### config.mk
export PLATFORM = sky130hd
export DESIGN_NAME = ram_sram_responder
export DESIGN_NICKNAME = d
export VERILOG_FILES = /design/src/rtl/ram_sram_responder.sv
export SDC_FILE = /design/constraint.sdc
export NUM_CORES = 1
export LEC_CHECK = 0
export BUFFER_PORTS_ARGS = -buffer_cell sky130_fd_sc_hd__buf_2
export CAP_MARGIN = 20
export CELL_PAD_IN_SITES_DETAIL_PLACEMENT = 1
export CELL_PAD_IN_SITES_GLOBAL_PLACEMENT = 2
export CORE_ASPECT_RATIO = 1.25
export CORE_MARGIN = 8
export CORE_UTILIZATION = 24
export CTS_CLUSTER_SIZE = 16
export DETAILED_ROUTE_END_ITERATION = 12
export PLACE_DENSITY_LB_ADDON = 0.1
export SETUP_SLACK_MARGIN = 0.1
export SLEW_MARGIN = 20
export SYNTH_ARGS = -nofsm -noshare
export SYNTH_HDL_FRONTEND = slang
export SYNTH_SLANG_ARGS = --single-unit
### constraint.sdc
create_clock -name CLK -period 2.3 [get_ports CLK]
set_input_delay 0.345 -clock CLK [delete_from_list [all_inputs] [get_ports CLK]]
set_output_delay 0.345 -clock CLK [all_outputs]
set_load 0.01 [all_outputs]
### src/rtl/ram_sram_responder.sv
// ram_sram_responder: RAM_IF device that serves host requests from an external 8-bit async SRAM.
// Latency from the sampling edge to ACK_n low: refresh 1, write 3+WR_WAIT, read 1+2*RD_WAIT cycles.
// Backpressure: the host holds its strobe until ACK_n; a strobe still held after ACK parks the FSM in RELEASE.
module ram_sram_responder #(
  parameter int ADDR_BIT_WIDTH = 24,
  parameter int RD_WAIT        = 2,
  parameter int WR_WAIT        = 2
) (
  input  logic                      CLK,
  input  logic                      RESET_n,
  // RAM_IF device side
  input  logic [ADDR_BIT_WIDTH-1:0] ADDR,
  input  logic                      OE_n,
  input  logic                      WE_n,
  input  logic                      RFSH_n,
  input  logic [7:0]                DIN,
  output logic [15:0]               DOUT,
  output logic                      ACK_n,
  // SRAM side
  output logic [ADDR_BIT_WIDTH-1:0] SRAM_A,
  output logic                      SRAM_CE_n,
  output logic                      SRAM_OE_n,
  output logic                      SRAM_WE_n,
  output logic [7:0]                SRAM_D_OUT,
  output logic                      SRAM_D_OE,
  input  logic [7:0]                SRAM_D_IN
);

  localparam logic [2:0] IDLE     = 3'd0;
  localparam logic [2:0] RD_LO    = 3'd1;
  localparam logic [2:0] RD_HI    = 3'd2;
  localparam logic [2:0] WR_SETUP = 3'd3;
  localparam logic [2:0] WR_PULSE = 3'd4;
  localparam logic [2:0] WR_HOLD  = 3'd5;
  localparam logic [2:0] ACK      = 3'd6;
  localparam logic [2:0] RELEASE  = 3'd7;

  localparam logic [1:0] KIND_RD = 2'd0;
  localparam logic [1:0] KIND_WR = 2'd1;
  localparam logic [1:0] KIND_RF = 2'd2;

  // Counter reload values: the counter counts down to zero, so N cycles loads N-1.
  localparam logic [3:0] RD_LOAD = 4'(RD_WAIT - 1);
  localparam logic [3:0] WR_LOAD = 4'(WR_WAIT - 1);

  logic [2:0]                state;
  logic [2:0]                state_nxt;
  logic [3:0]                cnt;
  logic                      cnt_done;
  logic                      any_req;
  logic                      req_pend;
  logic [1:0]                kind_q;
  logic [ADDR_BIT_WIDTH-1:0] addr_q;
  logic [7:0]                din_q;
  logic [ADDR_BIT_WIDTH-1:0] addr_even;
  logic [ADDR_BIT_WIDTH-1:0] addr_odd;
  logic                      nxt_sram_cycle;
  logic                      nxt_read;
  logic                      nxt_write;

  assign any_req   = ~(OE_n & WE_n & RFSH_n);
  assign cnt_done  = (cnt == 4'd0);
  // Reads always fetch the aligned even/odd pair; bit0 of the request is dropped, no carry.
  assign addr_even = {addr_q[ADDR_BIT_WIDTH-1:1], 1'b0};
  assign addr_odd  = {addr_q[ADDR_BIT_WIDTH-1:1], 1'b1};

  // Latch the request on the sampling edge; later host changes to ADDR/DIN are ignored.
  always_ff @(posedge CLK or negedge RESET_n) begin
    if (!RESET_n) begin
      req_pend <= 1'b0;
      kind_q   <= KIND_RF;
      addr_q   <= '0;
      din_q    <= 8'h00;
    end else if (state == IDLE) begin
      if (req_pend) begin
        req_pend <= 1'b0;
      end else if (any_req) begin
        req_pend <= 1'b1;
        addr_q   <= ADDR;
        din_q    <= DIN;
        // Write wins over read, read wins over refresh.
        if (!WE_n)      kind_q <= KIND_WR;
        else if (!OE_n) kind_q <= KIND_RD;
        else            kind_q <= KIND_RF;
      end
    end
  end

  // Next-state decode; every state entry is a real change of state, which reloads the counter.
  always_comb begin
    state_nxt = state;
    case (state)
      IDLE: begin
        if (req_pend) begin
          case (kind_q)
            KIND_WR: state_nxt = WR_SETUP;
            KIND_RD: state_nxt = RD_LO;
            default: state_nxt = ACK;
          endcase
        end
      end
      RD_LO:    if (cnt_done) state_nxt = RD_HI;
      RD_HI:    if (cnt_done) state_nxt = ACK;
      WR_SETUP: state_nxt = WR_PULSE;
      WR_PULSE: if (cnt_done) state_nxt = WR_HOLD;
      WR_HOLD:  state_nxt = ACK;
      ACK:      state_nxt = RELEASE;
      RELEASE:  if (!any_req) state_nxt = IDLE;
      default:  state_nxt = IDLE;
    endcase
  end

  // State register and the per-state wait counter.
  always_ff @(posedge CLK or negedge RESET_n) begin
    if (!RESET_n) begin
      state <= IDLE;
      cnt   <= 4'd0;
    end else begin
      state <= state_nxt;
      if (state_nxt != state) begin
        case (state_nxt)
          RD_LO, RD_HI: cnt <= RD_LOAD;
          WR_PULSE:     cnt <= WR_LOAD;
          default:      cnt <= 4'd0;
        endcase
      end else if (!cnt_done) begin
        cnt <= cnt - 4'd1;
      end
    end
  end

  // Strobe classes of the state being entered, so the pins change on the same edge as the state.
  assign nxt_read       = (state_nxt == RD_LO) || (state_nxt == RD_HI);
  assign nxt_write      = (state_nxt == WR_SETUP) || (state_nxt == WR_PULSE) ||
                          (state_nxt == WR_HOLD);
  assign nxt_sram_cycle = nxt_read || nxt_write;

  // Registered SRAM pins; pad drive and output enable come from disjoint state groups.
  always_ff @(posedge CLK or negedge RESET_n) begin
    if (!RESET_n) begin
      SRAM_A     <= '0;
      SRAM_CE_n  <= 1'b1;
      SRAM_OE_n  <= 1'b1;
      SRAM_WE_n  <= 1'b1;
      SRAM_D_OUT <= 8'h00;
      SRAM_D_OE  <= 1'b0;
    end else begin
      SRAM_CE_n <= ~nxt_sram_cycle;
      SRAM_OE_n <= ~nxt_read;
      SRAM_WE_n <= ~(state_nxt == WR_PULSE);
      SRAM_D_OE <= nxt_write;
      case (state_nxt)
        RD_LO:    SRAM_A <= addr_even;
        RD_HI:    SRAM_A <= addr_odd;
        WR_SETUP: SRAM_A <= addr_q;
        default:  SRAM_A <= SRAM_A;
      endcase
      if (state_nxt == WR_SETUP) begin
        SRAM_D_OUT <= din_q;
      end
    end
  end

  // Host-side results: one-cycle ACK pulse, read bytes captured on the closing edge of each byte window.
  always_ff @(posedge CLK or negedge RESET_n) begin
    if (!RESET_n) begin
      ACK_n <= 1'b1;
      DOUT  <= 16'h0000;
    end else begin
      ACK_n <= ~(state_nxt == ACK);
      if ((state == RD_LO) && cnt_done) begin
        DOUT[7:0] <= SRAM_D_IN;
      end
      if ((state == RD_HI) && cnt_done) begin
        DOUT[15:8] <= SRAM_D_IN;
      end
    end
  end

endmodule
* Word level (Yosys, flattened, before mapping)
Cells that the tools add are included.
** Cells by class
- Divide/modulo/power cells :: 0
- $lt $le $gt $ge :: 0
- Multiplexer cells :: 15
- Shift operators :: 0
- Bitwise gates (word level) :: 8
- Eq/ne operators :: 16
- Add/subtract/negate cells :: 1
- $mul :: 0
- Reductions and logical operators :: 12
** Operator list (number)
- $pmux W24 S3 :: 1
- $pmux W3 S8 :: 1
- $eq A3 B3 Y1 const B :: 7
- $mux W3 :: 5
- $eq A3 B2 Y1 const B :: 4
- $mux W4 :: 2
- $eq A3 B1 Y1 const B :: 2
- $not A1 Y1 :: 6
- $pmux W3 S2 :: 1
- $logic_not A4 Y1 :: 1
- $logic_or A1 B1 Y1 :: 4
- $mux W2 :: 2
- $sub A4 B1 Y4 const B :: 1
- $logic_not A3 Y1 :: 1
- $mux W1 :: 3
- $ne A3 B3 Y1 :: 1
- $reduce_and A3 Y1 :: 1
- $reduce_bool A3 Y1 :: 1
- $reduce_or A3 Y1 :: 1
- $and A1 B1 Y1 :: 2
- $eq A2 B1 Y1 const B :: 1
- $logic_and A1 B1 Y1 :: 2
- $logic_not A2 Y1 :: 1
- $ne A2 B1 Y1 const B :: 1
** Word-level totals
- Bits in writable memories :: 0
- Output and inout port bits :: 53
- Memories :: 0
- Memory bits (read-only) :: 0
- Word-level logic and storage cells :: 67
- Bits in registers :: 95
- Input bits :: 45
- Latch bits :: 0

* Logic depth before layout (Yosys ltp)
Gate-level depths: netlist of run 1.
- Depth after elaboration :: 9
- Gate-level depth with buffers :: 9

* Worst setup path after synthesis of run 1
No wires, ideal clock.
- Path kind :: register to register
- Start :: reg cnt[0]
- End :: reg SRAM_A[10]
- Data arrival time :: 2247 ps
- Stages on the path, launching flop included :: 9
- Library setup time :: 125 ps
- Path slack :: -72 ps
- Clock period less this slack :: 2372 ps
- Cell sequence :: dfrtp_1 -> inv_1 -> ha_1 -> or3b_4 -> a221o_1 -> buf_2 -> a21oi_4 -> buf_6 -> mux2_4
** On the way
- Cells in the longest elaborated chain, start to end :: 5
- Elaborated cells on any way between the ends :: 9
- Those cells by class :: eq/ne: 3; mux: 4; reduce/logical: 2
** RTL lines
- from (decl) :: line 48 : logic [3:0] cnt;
- from (signal assigned) :: line 127 : cnt <= cnt - 4'd1;
- $logic_not A4 Y1 (*) :: line 62 : assign cnt_done = (cnt == 4'd0);
- $mux W3, on equally long branches :: line 105, 102, 103
- $pmux W3 S8 (*) :: line 92 : case (state)
- $eq A3 B1 Y1 or $eq A3 B2 Y1 (tied branches) :: line 152 : case (state_nxt)
- $reduce_bool A3 Y1 (no source line) (*)
- to (signal assigned) :: line 153 : RD_LO: SRAM_A <= addr_even;
- to (signal assigned) :: line 154 : RD_HI: SRAM_A <= addr_odd;
- to (signal assigned) :: line 155 : WR_SETUP: SRAM_A <= addr_q;
- to (decl) :: line 20 : output logic [ADDR_BIT_WIDTH-1:0] SRAM_A,
Every way passes the cells marked *; elsewhere a longest branch is shown, timed or not.
A chain may end at the register's enable or synchronous reset.

* Worst setup path after layout of run 1
- Start :: reg cnt[1]
- End :: reg SRAM_A[8]
The elaborated chain is that of the path after synthesis.

==> impl_metrics.tcl, run 1 <==
set metrics [dict create \
    placement.cell_area_mm2 0.00479 \
    clock-sinks 95 \
    setup_slack_of_the_critical_path_after_layout_ns -0.00717 \
    vdd_drop_max_mv 0.501 \
    routed-via-count 2534 \
    cts_hold_buffers 0 \
    place_congestion 0.710 \
    wl_per_cell_um 15.8 \
    synth.cell_area_mm2 0.00385 \
    synth_compound_gate_area_share_pct 3.83 \
    postSynthRegisterBits 95 \
    number_of_antenna_violations_at_the_first_check_in_global_routing 1 \
    ys_seq_area_share_pct 61.8 \
    synth.area.mux_share_pct 25.1 \
    dp_hpwl_um 6760 \
    setup_viol 2 \
    cp_max_fo 23 \
    max_freq_mhz 433 \
    fraction_of_layout_instances_using_a_drive_strength_above_1_pct 62.0 \
    hold_path.class "in -> async" \
    relSlewSlack_pct 61.8 \
    number_of_cell_rows 52 \
    max_cap_violations 0 \
    arrival_ns 2.53 \
    timing.final.max_slew_violations 0 \
    io_buffer_count 97 \
    totalWireLength_um 9620 \
    totalNegativeSetupSlack_ns -0.0112 \
    syn_area_per_cell_um2 14.9 \
    drt_iter0_markers 60 \
    die_width_um 129 \
    period_needed_ns 2.31 \
    htree_num_levels 3 \
    synth.net_count 304 \
    finClkSkew_ns 0.00457 \
    run_status "finished, violations left" \
    synth.yosys.warnings 0 \
    clkTransAtPathRegs_ns 0.07 \
    crit_chain "inv_2, ha_4, or3b_4, a221o_2, a21oi_4, buf_12, mux2_2" \
    cts-root-to-sink-buffers 2 \
    postSynth.asyncResetShare_pct 100 \
    synth-main-ff-cell "sky130_fd_sc_hd__dfrtp_1" \
    grt_setup_unrepaired "yes" \
    die_h_um 158 \
    tritoncts.num_buffers 9 \
    synth_edf_count 0 \
    fraction_of_synthesized_cell_area_in_xor_and_xnor_cells_pct 0.227 \
    area_share_of_fa_ha_maj_cells_after_synthesis_pct 0.325 \
    count_of_tritonroute_iterations_in_the_first_routing_pass 4 \
    nets 433 \
    core_mm2 0.0159 \
    holdWs_ns 0.00176 \
    timing_worst_setup_path_type "reg -> reg" \
    post-route-drc-count 0 \
    grt-ovfl-total 0 \
    grt_pass1_wl_um 15800 \
    crit_start_category "flop" \
    worstMarginPinSlew_ns 0.573 \
    final_cell_area_mm2 0.00526 \
    hold_viol_final 0 \
    violations_in_the_final_reports "negative setup slack" \
    period_share_pct 100 \
    placed_cells_incl_taps 586 \
    top_level_ports 98 \
    cts.root.buffer_cell "sky130_fd_sc_hd__clkbuf_16" \
    p_per_area_mw_per_mm2 1070 \
    synthSimpleGateAreaFrac_pct 6.62 \
    clock_latency_ns 0.34 \
    grt_use_total_pct 10.1 \
    synth_top_family_by_area "multiplexers" \
    timing.critical_path.slowest_cell_delay_ns 0.42 \
    layout.cells.non_filler 608 \
    initial_core_utilization_pct 24.2 \
    detail_route.vias_per_cell 4.17 \
    tritoncts "yes" \
    cp.required_ns 2.52 \
    fillerInstances 1715 \
    critPathCaptureType "flop" \
    total_leakage_power_nw 2.66 \
    most_common_cell_after_layout_fill_and_taps_aside "sky130_fd_sc_hd__buf_2" \
    syn2layout_area_growth_pct 36.5 \
    first_global_vias 3004 \
    syn-instance-count 258 \
    crit_path_slowest_cell "sky130_fd_sc_hd__a221o_2" \
    grt_max_degree 43 \
    synthDistinctLibCells 38 \
    num_antenna_cells 0 \
    most_frequent_cells_in_the_layout "96 x sky130_fd_sc_hd__buf_2, 90 x sky130_fd_sc_hd__dfrtp_1, 50 x sky130_fd_sc_hd__mux2_2" \
    antenna_violating_nets_post_route 0 \
    design.die.area_mm2 0.0204 \
]
[power breakdown]
part / total [mW] / leakage [nW] / internal, mW / switching (mW)
Clock: 1.61 / 0.156 / 0.983 / 0.631
Combinational: 1.80 / 1.25 / 0.916 / 0.881
Sequential: 2.22 / 1.25 / 2.03 / 0.185
[critical path: cells and delay by family, from the launching register on]
family                   cells  cell delay (ns)
AO/OA/AOI/OAI                2             0.61
AND/OR/NAND/NOR              1             0.40
flip-flops                   1             0.39
multiplexers                 1             0.35
buffers and inverters        2             0.31
adder cells (fa/ha/maj)      1             0.12
[cells by family after synthesis]
group,Yosys count
fa+ha+maj,1
simple gates,44
xor+xnor,1
compound gates,21
mux,80
flops,95
buf+inv,16
[sequential cells by signal (all words and copies together), names as in the netlist, 2 cells and up]
signal	cells
addr_q	24
din_q	8
state	3
kind_q	2
SRAM_D_OUT	8
SRAM_A	24
cnt	4
DOUT	16
[repair_timing]
| item | in CTS | in global routing |
|---|---|---|
| buffers inserted | 5 | 0 |
| gates resized for setup | 13 | 8 |
| cloned | 1 | 0 |
| endpoints found under the setup margin | 31 | 34 |
| pin swaps | 0 | 2 |
[synth_stat cells, drive strengths merged, types with 2 or more instances]
cell    number  share of area, %
and4         2              0.52
inv          7              0.68
nand3        4              0.52
nor3         8               1.6
dfstp        5               3.4
or3          3              0.49
dfrtp       90                58
clkbuf       5              0.49
nand2       12               1.2
a211oi       2              0.52
nand2b       3              0.49
nor2         7              0.68
buf          4              0.91
a21oi        9               1.5
mux2        79                25
o21ai        3              0.39
[routing by layer]
metal  GRT usage [%]  vias up  share of wire, %
li1                -     1163                 -
met1            11.1     1302                41
met2            17.3       57                52
met3            3.47       10               6.0
met4            4.21        2               1.5
met5               0        -              0.12
[worst paths after layout]
kind                       cells past startpoint      start  slack (ns)        end
max reg2reg                                    7     cnt[1]      -0.007  SRAM_A[8]
min                                            1    RESET_n       0.002   din_q[5]
max                                            7     cnt[1]      -0.007  SRAM_A[8]
min in group CLK                               3       OE_n        0.23  kind_q[1]
max in group asynchronous                      2    RESET_n        1.67  kind_q[1]
min reg2reg                                    2  kind_q[0]        0.50  kind_q[0]
[area by class of cell]
| cell class | instances | area [µm²] | share of cell area, % |
|---|---|---|---|
| inverter | 7 | 26.3 | 0.499 |
| tap | 216 | 270 | 5.13 |
| sequential | 95 | 2380 | 45.3 |
| clock buffer | 11 | 243 | 4.61 |
| multi-input combinational | 147 | 1470 | 28.0 |
| clock inverter | 5 | 81.3 | 1.55 |
| timing repair buffer | 127 | 787 | 15.0 |
[stage by stage]
stage / util (%) / setup WS (ns) / total power [mW]
after floorplan: - / 0.0542 / 3.22
after detailed placement: 30.1 / -0.0373 / 3.93
final: 33.0 / -0.00717 / 5.63
after global placement: 30.1 / 0.0149 / 3.89
after global routing: 33.0 / -0.106 / 6.00
after CTS: 32.9 / -0.0205 / 5.73
(Power assumes the default switching activity.)
==> run 2, diff against run 1 <==
--- a/config.mk
+++ b/config.mk
@@ -20,3 +20,4 @@
 export SYNTH_ARGS = -nofsm -noshare
 export SYNTH_HDL_FRONTEND = slang
 export SYNTH_SLANG_ARGS = --single-unit
+export TNS_END_PERCENT = 30
==> run 2 against run 1 <==
Effect of this change: setup slack got worse by 0.053 ns; power hardly changed; cell count is 0.33% higher; largest power group unchanged; combinational power about the same; routed wire length is 0.89% higher; core utilization rose by 0.18 points; critical path depth is 1 higher; die area unchanged; the run ends with negative hold slack, negative setup slack left; highest routed layer unchanged; clock skew about the same; critical path type unchanged.
==> impl_metrics.tcl, run 2 (same netlist as run 1, synthesis figures left out) <==
set metrics [dict create \
    drt_iter0_markers 66 \
    run_status "finished, violations left" \
    hold_path.class "in -> async" \
    most_frequent_cells_in_the_layout "96 x sky130_fd_sc_hd__buf_2, 90 x sky130_fd_sc_hd__dfrtp_1, 49 x sky130_fd_sc_hd__mux2_2" \
    wl_per_cell_um 15.9 \
    critPathCaptureType "flop" \
    timing.final.max_slew_violations 0 \
    setup_viol 23 \
    pre_cts_setup_slack_ns -0.0373 \
    first_global_vias 2971 \
    cp.required_ns 2.52 \
    layout.cells.non_filler 610 \
    number_of_antenna_violations_at_the_first_check_in_global_routing 1 \
    arrival_ns 2.58 \
    path_delay_family "compound AO/OA/AOI/OAI gates" \
    top_level_ports 98 \
    clkTransAtPathRegs_ns 0.07 \
    cts-root-to-sink-buffers 2 \
    max_freq_mhz 424 \
    design.die.area_mm2 0.0204 \
    crit_chain "inv_2, ha_4, or3b_4, a221o_2, a21oi_4, buf_12, clkbuf_16, mux2_4" \
    initial_core_utilization_pct 24.2 \
    setup_slack_of_the_critical_path_after_layout_ns -0.0598 \
    most_common_cell_after_layout_fill_and_taps_aside "sky130_fd_sc_hd__buf_2" \
    max_cap_violations 0 \
    holdWs_ns -0.0000639 \
    clock_latency_ns 0.33 \
    cts.root.buffer_cell "sky130_fd_sc_hd__clkbuf_16" \
    grt-ovfl-total 0 \
    grt_use_total_pct 9.89 \
    cp_num_buf_inv 3 \
    routed-via-count 2525 \
    grt_setup_unrepaired "yes" \
    die_h_um 158 \
    htree_num_levels 3 \
    grt_pass1_wl_um 15500 \
    syn2layout_area_growth_pct 37.3 \
    dp_hpwl_um 6760 \
    cp_max_fo 6 \
    grt_max_degree 43 \
    worstMarginPinSlew_ns 0.570 \
    placed_cells_incl_taps 586 \
    die_width_um 129 \
    finClkSkew_ns 0.00455 \
    tritoncts "yes" \
    hold_viol_final 1 \
    number_of_cell_rows 52 \
    antenna_violating_nets_post_route 0 \
    count_of_tritonroute_iterations_in_the_first_routing_pass 4 \
    top_regs "SRAM_A x24, addr_q x24, DOUT x16" \
    crit_start_category "flop" \
    relSlewSlack_pct 62.0 \
    fillerInstances 1715 \
    period_share_pct 103 \
    place_congestion 0.710 \
    num_antenna_cells 0 \
    totalWireLength_um 9710 \
    io_buffer_count 97 \
    clock-sinks 95 \
    core_mm2 0.0159 \
    detail_route.vias_per_cell 4.14 \
    crit_path_slowest_cell "sky130_fd_sc_hd__a221o_2" \
    total_leakage_power_nw 2.67 \
    fraction_of_layout_instances_using_a_drive_strength_above_1_pct 61.2 \
    nets 435 \
    cts_hold_buffers 0 \
    period_needed_ns 2.36 \
    timing.critical_path.slowest_cell_delay_ns 0.45 \
    timing_worst_setup_path_type "reg -> reg" \
    violations_in_the_final_reports "negative hold slack, negative setup slack" \
    vdd_drop_max_mv 0.519 \
    tritoncts.num_buffers 9 \
    post-route-drc-count 0 \
    p_per_area_mw_per_mm2 1060 \
]
==> run 2: path summary, 6_finish.rpt <==
| path | endpoint | from | cells past startpoint | slack [ns] |
|---|---|---|---|---|
| min reg2reg | DOUT[6] | DOUT[6] | 1 | 0.50 |
| max | SRAM_A[23] | cnt[0] | 8 | -0.06 |
| max in group asynchronous | kind_q[1] | RESET_n | 2 | 1.67 |
| min in group CLK | kind_q[1] | OE_n | 3 | 0.23 |
| max reg2reg | SRAM_A[23] | cnt[0] | 8 | -0.06 |
| min | din_q[5] | RESET_n | 1 | -0.00006 |
==> run 2: timing repair <==
action | 4_1_cts | 5_1_grt
pin swaps | 0 | 6
setup endpoints to repair | 31 | 32
gates resized for setup | 9 | 8
buffers inserted | 0 | 5
gates cloned | 0 | 3
==> run 2: layout make-up <==
cell class / count / area [µm²] / share of cell area [%]
multi-input cells: 147 / 1460 / 27.7
repair buffers: 129 / 825 / 15.6
clock inverters: 5 / 81.3 / 1.54
flip-flops and latches: 95 / 2380 / 45.0
clock buffers: 11 / 243 / 4.59
inverters: 7 / 26.3 / 0.496
well taps: 216 / 270 / 5.11
==> run 2: stage by stage <==
stage,instance area (µm²),hold slack [ns],util (%),setup TNS [ns],power [mW]
floorplan,3870,0.0494,-,0,3.22
global placement,4790,0.376,30.1,0,3.89
detailed placement,4790,0.382,30.1,-0.150,3.93
CTS,5150,0.00252,32.3,-0.130,5.61
global route,5290,0.0305,33.2,-3.43,6.00
finish,5290,-0.0000639,33.2,-1.14,5.63
==> run 2: where the power goes <==
part           internal, mW  switching [mW]
clock                 0.983           0.632
sequential             2.03           0.185
combinational         0.925           0.869
==> run 2: per-layer routing <==
layer  track usage [%]  part of all wire, %  up-vias
met4              4.21                  1.5        2
met3              3.47                  5.7       10
li1                  -                    -     1166
met1              10.8                   41     1296
met2              16.9                   52       51
met5                 0                 0.12        -
==> run 2: worst register-to-register path: cells and delay by family, from the launching register on <==
kind	cells	cell delay (ns)
multiplexers	1	0.29
flip-flops	1	0.38
AO/OA/AOI/OAI	2	0.65
buffers and inverters	3	0.38
adder cells (fa/ha/maj)	1	0.13
AND/OR/NAND/NOR	1	0.41
